**src/rtl/prog_fetch_ctrl.sv**
```systemverilog
// Instruction-fetch controller: owns the PC, issues one fetch at a time to the
// program-memory decoder and hands each instruction to decode via valid/ready.
module prog_fetch_ctrl #(
    parameter logic [31:0] RESET_PC   = 32'h0000_31B0,
    parameter int          RD_LATENCY = 2
) (
    input  logic        clk,
    input  logic        rst,
    output logic [31:0] fetch_addr,
    input  logic        cs_p,
    input  logic [31:0] instr_in,
    input  logic        redirect_valid,
    input  logic [31:0] redirect_pc,
    output logic        instr_valid,
    input  logic        instr_ready,
    output logic [31:0] instr_out,
    output logic [31:0] instr_pc,
    output logic        fault,
    output logic [31:0] fault_pc
);

    typedef enum logic [1:0] {
        ST_ISSUE = 2'd0,
        ST_WAIT  = 2'd1,
        ST_HOLD  = 2'd2,
        ST_FAULT = 2'd3
    } state_t;

    localparam logic [2:0] CAP_CNT = 3'(RD_LATENCY - 1);

    state_t      state_r, state_s;
    logic [31:0] pc_r, pc_s;
    logic [2:0]  cnt_r, cnt_s;
    logic        valid_r, valid_s;
    logic [31:0] instr_r, instr_s;
    logic [31:0] ipc_r, ipc_s;
    logic        fault_r, fault_s;
    logic [31:0] fault_pc_r, fault_pc_s;

    // The PC register doubles as the registered fetch address, so they can never diverge.
    assign fetch_addr  = pc_r;
    assign instr_valid = valid_r;
    assign instr_out   = instr_r;
    assign instr_pc    = ipc_r;
    assign fault       = fault_r;
    assign fault_pc    = fault_pc_r;

    // Next-state and next-output logic; redirect overrides every state.
    always_comb begin
        state_s    = state_r;
        pc_s       = pc_r;
        cnt_s      = cnt_r;
        valid_s    = valid_r;
        instr_s    = instr_r;
        ipc_s      = ipc_r;
        fault_s    = fault_r;
        fault_pc_s = fault_pc_r;
        if (redirect_valid) begin
            pc_s    = {redirect_pc[31:2], 2'b00};
            cnt_s   = 3'd0;
            valid_s = 1'b0;
            fault_s = 1'b0;
            state_s = ST_ISSUE;
        end else begin
            case (state_r)
                ST_ISSUE: begin
                    cnt_s   = 3'd0;
                    state_s = ST_WAIT;
                end
                ST_WAIT: begin
                    // cs_p and read data are only meaningful in the capture cycle.
                    if (cnt_r == CAP_CNT) begin
                        if (!cs_p) begin
                            instr_s = instr_in;
                            ipc_s   = pc_r;
                            valid_s = 1'b1;
                            state_s = ST_HOLD;
                        end else begin
                            fault_s    = 1'b1;
                            fault_pc_s = pc_r;
                            state_s    = ST_FAULT;
                        end
                    end else begin
                        cnt_s = cnt_r + 3'd1;
                    end
                end
                ST_HOLD: begin
                    if (instr_ready) begin
                        valid_s = 1'b0;
                        pc_s    = pc_r + 32'd4;
                        state_s = ST_ISSUE;
                    end else begin
                        state_s = ST_HOLD;
                    end
                end
                ST_FAULT: begin
                    state_s = ST_FAULT;
                end
                default: begin
                    state_s = ST_ISSUE;
                end
            endcase
        end
    end

    // State and output registers.
    always_ff @(posedge clk or posedge rst) begin
        if (rst) begin
            state_r    <= ST_ISSUE;
            pc_r       <= RESET_PC;
            cnt_r      <= 3'd0;
            valid_r    <= 1'b0;
            instr_r    <= 32'd0;
            ipc_r      <= 32'd0;
            fault_r    <= 1'b0;
            fault_pc_r <= 32'd0;
        end else begin
            state_r    <= state_s;
            pc_r       <= pc_s;
            cnt_r      <= cnt_s;
            valid_r    <= valid_s;
            instr_r    <= instr_s;
            ipc_r      <= ipc_s;
            fault_r    <= fault_s;
            fault_pc_r <= fault_pc_s;
        end
    end

endmodule
```
**config.mk**
```make
export PLATFORM = sky130hd
export DESIGN_NAME = prog_fetch_ctrl
export DESIGN_NICKNAME = d
export VERILOG_FILES = /design/src/rtl/prog_fetch_ctrl.sv
export SDC_FILE = /design/constraint.sdc
export NUM_CORES = 1
export LEC_CHECK = 0
export BUFFER_PORTS_ARGS = -buffer_cell sky130_fd_sc_hd__clkbuf_2
export CORE_MARGIN = 4
export CORE_UTILIZATION = 38
export DETAILED_ROUTE_END_ITERATION = 12
export MAX_ROUTING_LAYER = met4
export PLACE_DENSITY = 0.66
export REMOVE_ABC_BUFFERS = 1
export SLEW_MARGIN = 20
export SYNTH_ARGS = -nofsm -noshare
export SYNTH_HDL_FRONTEND = slang
export SYNTH_SLANG_ARGS = --single-unit
```
**constraint.sdc**
```tcl
create_clock -name clk -period 4.3 [get_ports clk]
set_input_delay 0.645 -clock clk [delete_from_list [all_inputs] [get_ports clk]]
set_output_delay 0.645 -clock clk [all_outputs]
set_load 0.05 [all_outputs]
```
==> results of run 1 <==
layout make-up:
class	instances	area [sq um]	share of cell area, %
Clock inverter	13	231	3.14
Sequential cell	129	3240	43.8
Inverter	9	38.8	0.525
Timing Repair Buffer	194	981	13.3
Clock buffer	19	453	6.14
Multi-Input combinational cell	289	2210	30.0
Tap cell	184	230	3.12
per-layer routing:
layer / up-vias / GRT usage, % / share of wire, %
li1: 2019 / - / -
met5: - / - / 0
met1: 2122 / 21.3 / 42
met4: 0 / 7.70 / 2.1
met2: 170 / 27.6 / 49
met3: 26 / 4.29 / 6.9
sequential cells by signal (all words and copies together) (netlist names):
signal	cells
cnt_r	3
state_r	2
instr_pc	30
instr_valid	1
fault_pc	30
fault	1
fetch_addr	30
instr_out	32
worst max-delay path by stage:
stage | startpoint | to | depth (start not counted)
floorplan | rst | cnt_r[0] | 1
global placement | instr_ready | fetch_addr[26] | 5
detailed placement | instr_ready | fetch_addr[28] | 5
CTS | fetch_addr[2] | fetch_addr[28] | 5
global route | fetch_addr[2] | fetch_addr[28] | 5
finish | fetch_addr[2] | fetch_addr[28] | 5
power groups by stage:
| stage | registers, mW | clock network (mW) | logic [mW] |
|---|---|---|---|
| after floorplan | 2.88 | 0 | 0.358 |
| after global placement | 1.74 | 0 | 1.94 |
| after detailed placement | 1.77 | 0 | 1.96 |
| after CTS | 1.75 | 1.70 | 1.97 |
| after global routing | 1.79 | 1.75 | 2.04 |
| final | 1.75 | 1.66 | 1.94 |
cells in the mapped netlist (all sizes together) (4+ instances only):
cell	n
inv	9
a31oi	13
xnor2	8
nand4	7
o31ai	10
or4	15
nor3	7
nand2	28
nand3	16
nor2b	4
nor2	22
dfstp	6
a21oi	6
mux2	92
clkbuf	17
nor4	4
dfrtp	123
buf	14
o21ai	19
metrics by stage:
stage               std cells  power (mW)  hold slack [ns]  utilization [%]  area (sq um)
CTS                       837        5.42            0.413             50.9          7380
global route              837        5.58            0.429             51.0          7380
global placement          805        3.69            0.486             46.2          6690
floorplan                 427        3.23            0.523                -          5470
detailed placement        805        3.73            0.493             46.2          6690
finish                    837        5.35            0.407             51.0          7380
cells by family (layout without fill, tap and decap cells):
group           after synthesis  count (layout)
buf+inv                      40             235
compound gates               57              57
flops                       129             129
mux                          93              93
simple gates                120             120
other cells                   1               6
xor+xnor                     10              10
fa+ha+maj                     3               3
critical path, cell delays in order, from the launching register on:
cell	delay, ns
dfrtp_1	0.47
ha_1	0.24
nand4b_4	0.15
or4_1	0.83
or4_1	0.61
a31oi_1	0.18
==> metrics, run 1 <==
outcome=completed; ant diodes=0; TritonCTS clock tree=done; switching share of power=between 40% and 50%; setup repair after global routing missed its margin=no; synth top area cells=dfrtp_1 55%, mux2_2 18%, dfstp_2 2.8%; Leakage=3.61 nW; Cells after Synth=between 400 and 500; Setup WS post-layout=approximately 1.7 ns; fin crit share=59.7%; Most used DFF post-synth=dfrtp_1; initial antenna violation count=0; hold buffer count at cts=0; Worst-Skew Late Latency=slightly above 0.4 ns; Reg2Reg Setup Slack=~1.7 ns; vias in the first global route=around 4.4k; adder-cell share of the synthesized area=0.668%; final-report hold violation count=0; Area Growth Syn to Fin=31.5%; Final min period=between 2 and 3 ns; Avg Cell Area, Syn=around 12 sq um; CP Capture Type=flip-flop; I/O pin count=roughly 200; Reg clk slew, reported paths=roughly 0.06 ns; first-pass GRT wire length=~22000 microns; placeable core area=14500 sq um; Critical Path AT=slightly below 3 ns; Hold Crit Class=in2async; Seq/Total Area, Yosys=57.6%; Critical Path Start Type=flip-flop; Rows=44; synthesized cell area=between 5000 and 6000 sq um; FF-to-FF End=fetch_addr[28]; largest family of logic cells by synthesized area=multiplexers; Routed Antenna Nets=0; Worst Path Required=4.63 ns; EDFF count, synth=0; CTS buffer count=17; sequential group share of total power=~33%; All-Layer GR Usage=roughly 17%; Setup Total Neg Slack=0 ns; post-synthesis mux area share=a little under a fifth; Final HPWL DP=9600 microns; I/O Buffers=190; Synth Area in Compound Gates=approximately 6.3%; asr flop ratio synth=100%; post_cts resized=0; Die X=about 130 microns; Post-Synth Simple-Gate Area=between 10% and 20%; CTS Root Cell=clkbuf_16; total wire length=roughly 14000 microns; share of cells above drive strength 1=approximately half; # clock sinks=between 100 and 150; count of pins over their slew limit=0; Finish-stage setup viols=0; CTS max path bufs=2; Maximum Capacitance Violations=0; First DRT Iteration DRCs=296; critical path class=reg2reg; # Post-CTS Setup Buffers=0; # DRC=0; most common cell after layout, fill and taps aside=clkbuf_2; Fill cells=~1.3k; DRT Pass-1 Iters=4; vias per cell=about 5.2; Reg-to-Reg Start=fetch_addr[2]; Worst Skew=0.00593 ns; R2R depth=5; Synth top area share=between 50% and 60%; DR vias=between 4k and 5k; Starting Density=38.8%; largest net degree at the start of global routing=just under 100; P_sw=roughly 2.2 mW; Netlist cell types=45; Peak VDD IR=0.390 mV; GPL Wtd Cong=0.761; most frequent cells in the layout=190 x clkbuf_2, 123 x dfrtp_1, 92 x mux2_2; synthesis warning total=0; post-DR wirelength/cell=roughly 17 microns; total grt overflow=0; Fmax=389 MHz; Power Density=about 720 nW/um^2; Comb power frac=36.3%; clock power share=31.0%; headroom to the max-slew limit=between 30% and 40%; Die Y=between 100 and 150 microns; Yosys top cell by area=dfrtp_1; actual slew at the worst max-slew pin=around 0.96 ns; full die area=roughly 17000 sq um; Internal Pwr Total=3.14 mW; Final #Nets=between 700 and 800; crit path max fanout=16; worst slack, placed=approximately 1.6 ns; post-synthesis xor/xnor area fraction=approximately 1.6%; FF+latch count, synth=roughly 130; CTS H-tree lvls=4
Power figures use the tool's default switching activity.
==> inputs of run 2 (changes only) <==
==> constraint.sdc (replaced) <==
create_clock -name clk -period 2.28 [get_ports clk]
set_input_delay 0.342 -clock clk [delete_from_list [all_inputs] [get_ports clk]]
set_output_delay 0.342 -clock clk [all_outputs]
set_load 0.05 [all_outputs]
==> run 2 against run 1 <==
Net effect:
- clock skew up 0.0025 ns
- final cell count up 3.6%
- via count is 0.85% higher
- count of clock-buffer cells in the layout up 6
- combinational power grew 93%
- first-iteration DRC count shrank 40%
- sequential power up 86%
- wire length decreased by 0.17%
- design area up 1.7%
- core utilization increased by 0.88 points
- clock power increased by 58%
- largest power group unchanged
==> metrics, run 2 (same netlist as run 1, synthesis figures left out) <==
Routed Antenna Nets=0; initial antenna violation count=0; final instance count without filler cells=between 800 and 900; TritonCTS clock tree=done; vias in the first global route=between 4k and 5k; post-DR wirelength/cell=around 16 microns; total wire length=roughly 14000 microns; Hold Crit Class=in2reg; All-Layer GR Usage=between 10% and 20%; I/O pin count=199; Reg-to-Reg Start=fetch_addr[5]; Final #Nets=about 740; CP Capture Type=flip-flop; Starting Density=around two fifths; Fmax=466 MHz; DRT Pass-1 Iters=4; Rows=between 40 and 50; Area Growth Syn to Fin=33.7%; Final HPWL DP=between 10000 and 15000 microns; I/O Buffers=190; Worst Path Required=2.61 ns; vias per cell=slightly above 5; full die area=~17000 sq um; ant diodes=0; total grt overflow=0; Hold WS=0.137 ns; DR vias=between 4k and 5k; Leakage=3.71 nW; actual slew at the worst max-slew pin=between 0.5 and 0.6 ns; CTS H-tree lvls=4; first-pass GRT wire length=22300 microns; Maximum Capacitance Violations=0; Critical Path AT=roughly 2.5 ns; max reg flops=32; share of cells above drive strength 1=~52%; # DRC=0; Die Y=approximately 130 microns; CTS buffer count=17; Finish-stage setup viols=0; hold path start=redirect_pc[6]; Inst Count DP=roughly 830; placeable core area=approximately 14000 sq um; outcome=completed; Reg clk slew, reported paths=approximately 0.06 ns; CTS Root Cell=clkbuf_16; most frequent cells in the layout=190 x clkbuf_2, 123 x dfrtp_1, 92 x mux2_2; count of pins over their slew limit=0; Worst-Skew Late Latency=around 0.4 ns; final-report hold violation count=0; GPL Wtd Cong=between 0.7 and 0.8; CP Launch Point=fetch_addr[5]; setup repair after global routing missed its margin=no; Critical Path Start Type=flip-flop; Die X=about 130 microns; most common cell after layout, fill and taps aside=clkbuf_2; largest net degree at the start of global routing=52; fin crit share=a little over nine tenths; Power Density=1280 nW/um^2; Worst Skew=0.00843 ns; headroom to the max-slew limit=between 60% and 70%; First DRT Iteration DRCs=approximately 180; crit path max fanout=16; Peak VDD IR=~0.59 mV; Final Util=roughly half; # clock sinks=between 100 and 150; critical path class=reg2reg; CTS max path bufs=2; Final min period=approximately 2.1 ns
run 2: changes by cell type in the layout (fill, tap and decap cells not counted), moves of 3 or more:
cell / previous run / this run
buf_4: 4 / 31
bufinv_16: 6 / 2
clkbuf_1: 0 / 5
clkinv_2: 2 / 5
run 2: final cells by class:
| type | count | area [sq um] |
|---|---|---|
| fill | 1297 | 6970 |
| sequential | 129 | 3240 |
| multi-input combinational | 289 | 2220 |
| timing repair buffer | 224 | 1220 |
| clock buffer | 25 | 485 |
| tap | 184 | 230 |
| clock inverter | 7 | 85.1 |
| inverter | 9 | 38.8 |
run 2: through the flow:
stage	setup WS [ns]	instance area (sq um)	total power, mW	setup TNS (ns)
floorplan	-1.49	5470	6.10	-247.55
global placement	0.140	6910	7.00	0
detailed placement	0.107	6910	7.09	0
CTS	0.0953	7490	9.74	0
global route	0.0156	7510	10.1	0
finish	0.135	7510	9.62	0
run 2: per-layer routing:
metal / part of all wire, % / vias to the layer above / global-route usage, % / wire length, microns
met5: 0 / - / - / 0
met4: 1.5 / 0 / 5.87 / 206
met3: 6.3 / 18 / 4.74 / 875
met2: 50 / 135 / 28.0 / 6930
met1: 42 / 2155 / 21.2 / 5890
li1: - / 2066 / - / -
run 2: repair_timing:
action,4_1_cts,5_1_grt
hold buffers,1,0
setup endpoints to repair,0,5
gates resized for setup,0,2
endpoints found under the hold margin,48,0
buffers inserted,0,2
run 2: worst max-delay path: stages (launching register included):
cell and delay, ns:
dfstp_2 0.57, nand3_2 0.11, or4_1 0.47, buf_4 0.21, or4_1 0.52, a31oi_1 0.17
run 2: power breakdown:
| group | switching (mW) | total, mW | internal (mW) |
|---|---|---|---|
| logic | 2.81 | 3.75 | 0.940 |
| registers | 0.349 | 3.26 | 2.91 |
| clock network | 0.931 | 2.62 | 1.69 |
| total | 4.09 | 9.62 | 5.54 |
run 2: path summary, 6_finish.rpt:
kind / endpoint / slack (ns) / cells past startpoint
min in group asynchronous: instr_out[14] / 0.52 / 3
hold reg to reg: fault / 0.49 / 1
hold / removal: fetch_addr[6] / 0.14 / 3
max in group asynchronous: instr_pc[26] / 1.02 / 4
setup / recovery: fetch_addr[26] / 0.13 / 5
setup reg to reg: fetch_addr[26] / 0.13 / 5
==> inputs of run 3 (changes only) <==
==> constraint.sdc (replaced) <==
create_clock -name clk -period 2.28 [get_ports clk]
set_input_delay 0.57 -clock clk [delete_from_list [all_inputs] [get_ports clk]]
set_output_delay 0.57 -clock clk [all_outputs]
set_load 0.05 [all_outputs]
==> run 3 against run 2 <==
Net effect:
- power increased by 2.3%
- design area increased by 0.60%
- global-route usage increased by 0.36 points
- register-to-register slack about the same
- clock skew increased by 0.00069 ns
- highest routed layer unchanged
==> metrics, run 3 (same netlist as run 1, synthesis figures left out) <==
outcome=completed; initial antenna violation count=0; Power Density=~1300 nW/um^2; fin area=~7600 sq um; CTS buffer count=17; register area=3240 sq um; grt peak-use layer=met2; Final Util=about 52%; final-report hold violation count=0; headroom to the max-slew limit=roughly three fifths; Hold Crit Class=in2async; setup repair after global routing missed its margin=no; fin crit share=94.1%; Peak VDD IR=0.801 mV; crit path max fanout=15; Leakage=around 3.7 nW; Multi-input gate area=about 2200 sq um; Die X=between 100 and 150 microns; Fmax=~470 MHz; Slowest cell on crit path=or4_4; first-pass GRT wire length=around 23000 microns; M1 GR Usage=roughly 22%; Reg clk slew, reported paths=~0.05 ns; Critical Path AT=~2.5 ns; post-DR wirelength/cell=between 15 and 20 microns; Worst-Skew Late Latency=0.41 ns; share of cells above drive strength 1=between 50% and 60%; full die area=around 17000 sq um; DR vias=approximately 4.4k; CTS max path bufs=2; CP cell instances=nand4_1 > or4_4 > or4_1 > a31oi_1; Rows=44; P_sw=4.07 mW; Final HPWL DP=a little over 10000 microns; # clock sinks=129; Area Growth Syn to Fin=34.5%; Comb power frac=around two fifths; Worst Path Required=between 2 and 3 ns; Worst Skew=between 0.009 and 0.01 ns; Critical Path Start Type=flip-flop; routing usage on met3=roughly 4.8%; # Post-CTS Setup Buffers=0; Finish-stage setup viols=0; Starting Density=38.8%; most frequent cells in the layout=190 x clkbuf_2, 123 x dfrtp_1, 92 x mux2_2; GPL Wtd Cong=~0.79; CTS Root Cell=clkbuf_16; count of pins over their slew limit=0; sequential group share of total power=33.1%; critical path class=reg2reg; Hold WS=approximately 0.16 ns; I/O pin count=approximately 200; # DRC=0; largest net degree at the start of global routing=49; Inst Count DP=roughly 830; vias per cell=just over 5; Fill cells=around 1.3k; final instance count without filler cells=~860; Setup Total Neg Slack=0 ns; Internal Pwr Total=between 5 and 6 mW; total power draw=between 9 and 10 mW; Routed Antenna Nets=0; All-Layer GR Usage=17.7%; actual slew at the worst max-slew pin=0.566 ns; CTS H-tree lvls=4; TritonCTS clock tree=done; post_cts resized=0; Die Y=approximately 130 microns; First DRT Iteration DRCs=between 200 and 250; Final min period=2.15 ns; DP Area=a little under 7000 sq um; max reg flops=32; Maximum Capacitance Violations=0; I/O Buffers=between 150 and 200; switching share of power=around two fifths; total wire length=between 10000 and 15000 microns; total grt overflow=0; clock power share=28.8%; most common cell after layout, fill and taps aside=clkbuf_2; Crit path largest cell delay=0.66 ns; hold buffer count at cts=0; global-route met2 utilization=between 20% and 30%; DRT Pass-1 Iters=4; ant diodes=0; CP Capture Type=flip-flop; placeable core area=about 14000 sq um; worst slack, placed=-0.0299 ns; Final #Nets=between 700 and 800; vias in the first global route=between 4k and 5k; Setup WS post-layout=about 0.13 ns
[run 3: changes by cell type in the layout (fill, tap and decap cells not counted)]
cell	change
clkbuf_8	+1
bufinv_16	+2
buf_2	-1
dlygate4sd3_1	-1
clkinv_2	-4
nand3_1	+2
buf_12	+1
nand3_2	-2
clkbuf_1	-1
[run 3: path summary, 6_finish.rpt]
path                                start        endpoint  slack [ns]  cells past startpoint
setup / recovery            fetch_addr[8]  fetch_addr[29]        0.13                      4
hold / removal                        rst   instr_out[10]        0.16                      2
setup reg to reg            fetch_addr[8]  fetch_addr[29]        0.13                      4
hold reg to reg                     fault           fault        0.49                      1
max in group asynchronous             rst   fetch_addr[7]        1.46                      3
min in group clk           redirect_pc[4]   fetch_addr[4]        0.37                      3
[run 3: cell type report]
type | instances | share of cell area, %
flip-flops and latches | 129 | 42.8
multi-input cells | 289 | 29.2
clock buffers | 25 | 6.56
clock inverters | 5 | 1.66
repair buffers | 223 | 16.2
well taps | 184 | 3.05
inverters | 9 | 0.513
[run 3: worst max-delay path, delay by kind of cell, from the launching register on]
kind / cells / cell delay [ns]
AND/OR/NAND/NOR: 3 / 1.32
flip-flops: 1 / 0.53
AO/OA/AOI/OAI: 1 / 0.21
[run 3: routing by layer]
metal | wire length, microns | part of all wire [%]
met5 | 0 | 0
met4 | 259 | 1.8
met3 | 851 | 6.1
met1 | 5880 | 42
met2 | 7030 | 50
[run 3: power groups by stage]
stage	Combinational (mW)	Sequential (mW)	Clock (mW)
6_report	3.75	3.26	2.83
3_3_place_gp	3.75	3.26	0
4_1_cts	3.79	3.27	2.91
5_1_grt	3.93	3.34	3.03
3_5_place_dp	3.79	3.30	0
2_1_floorplan	0.675	5.43	0
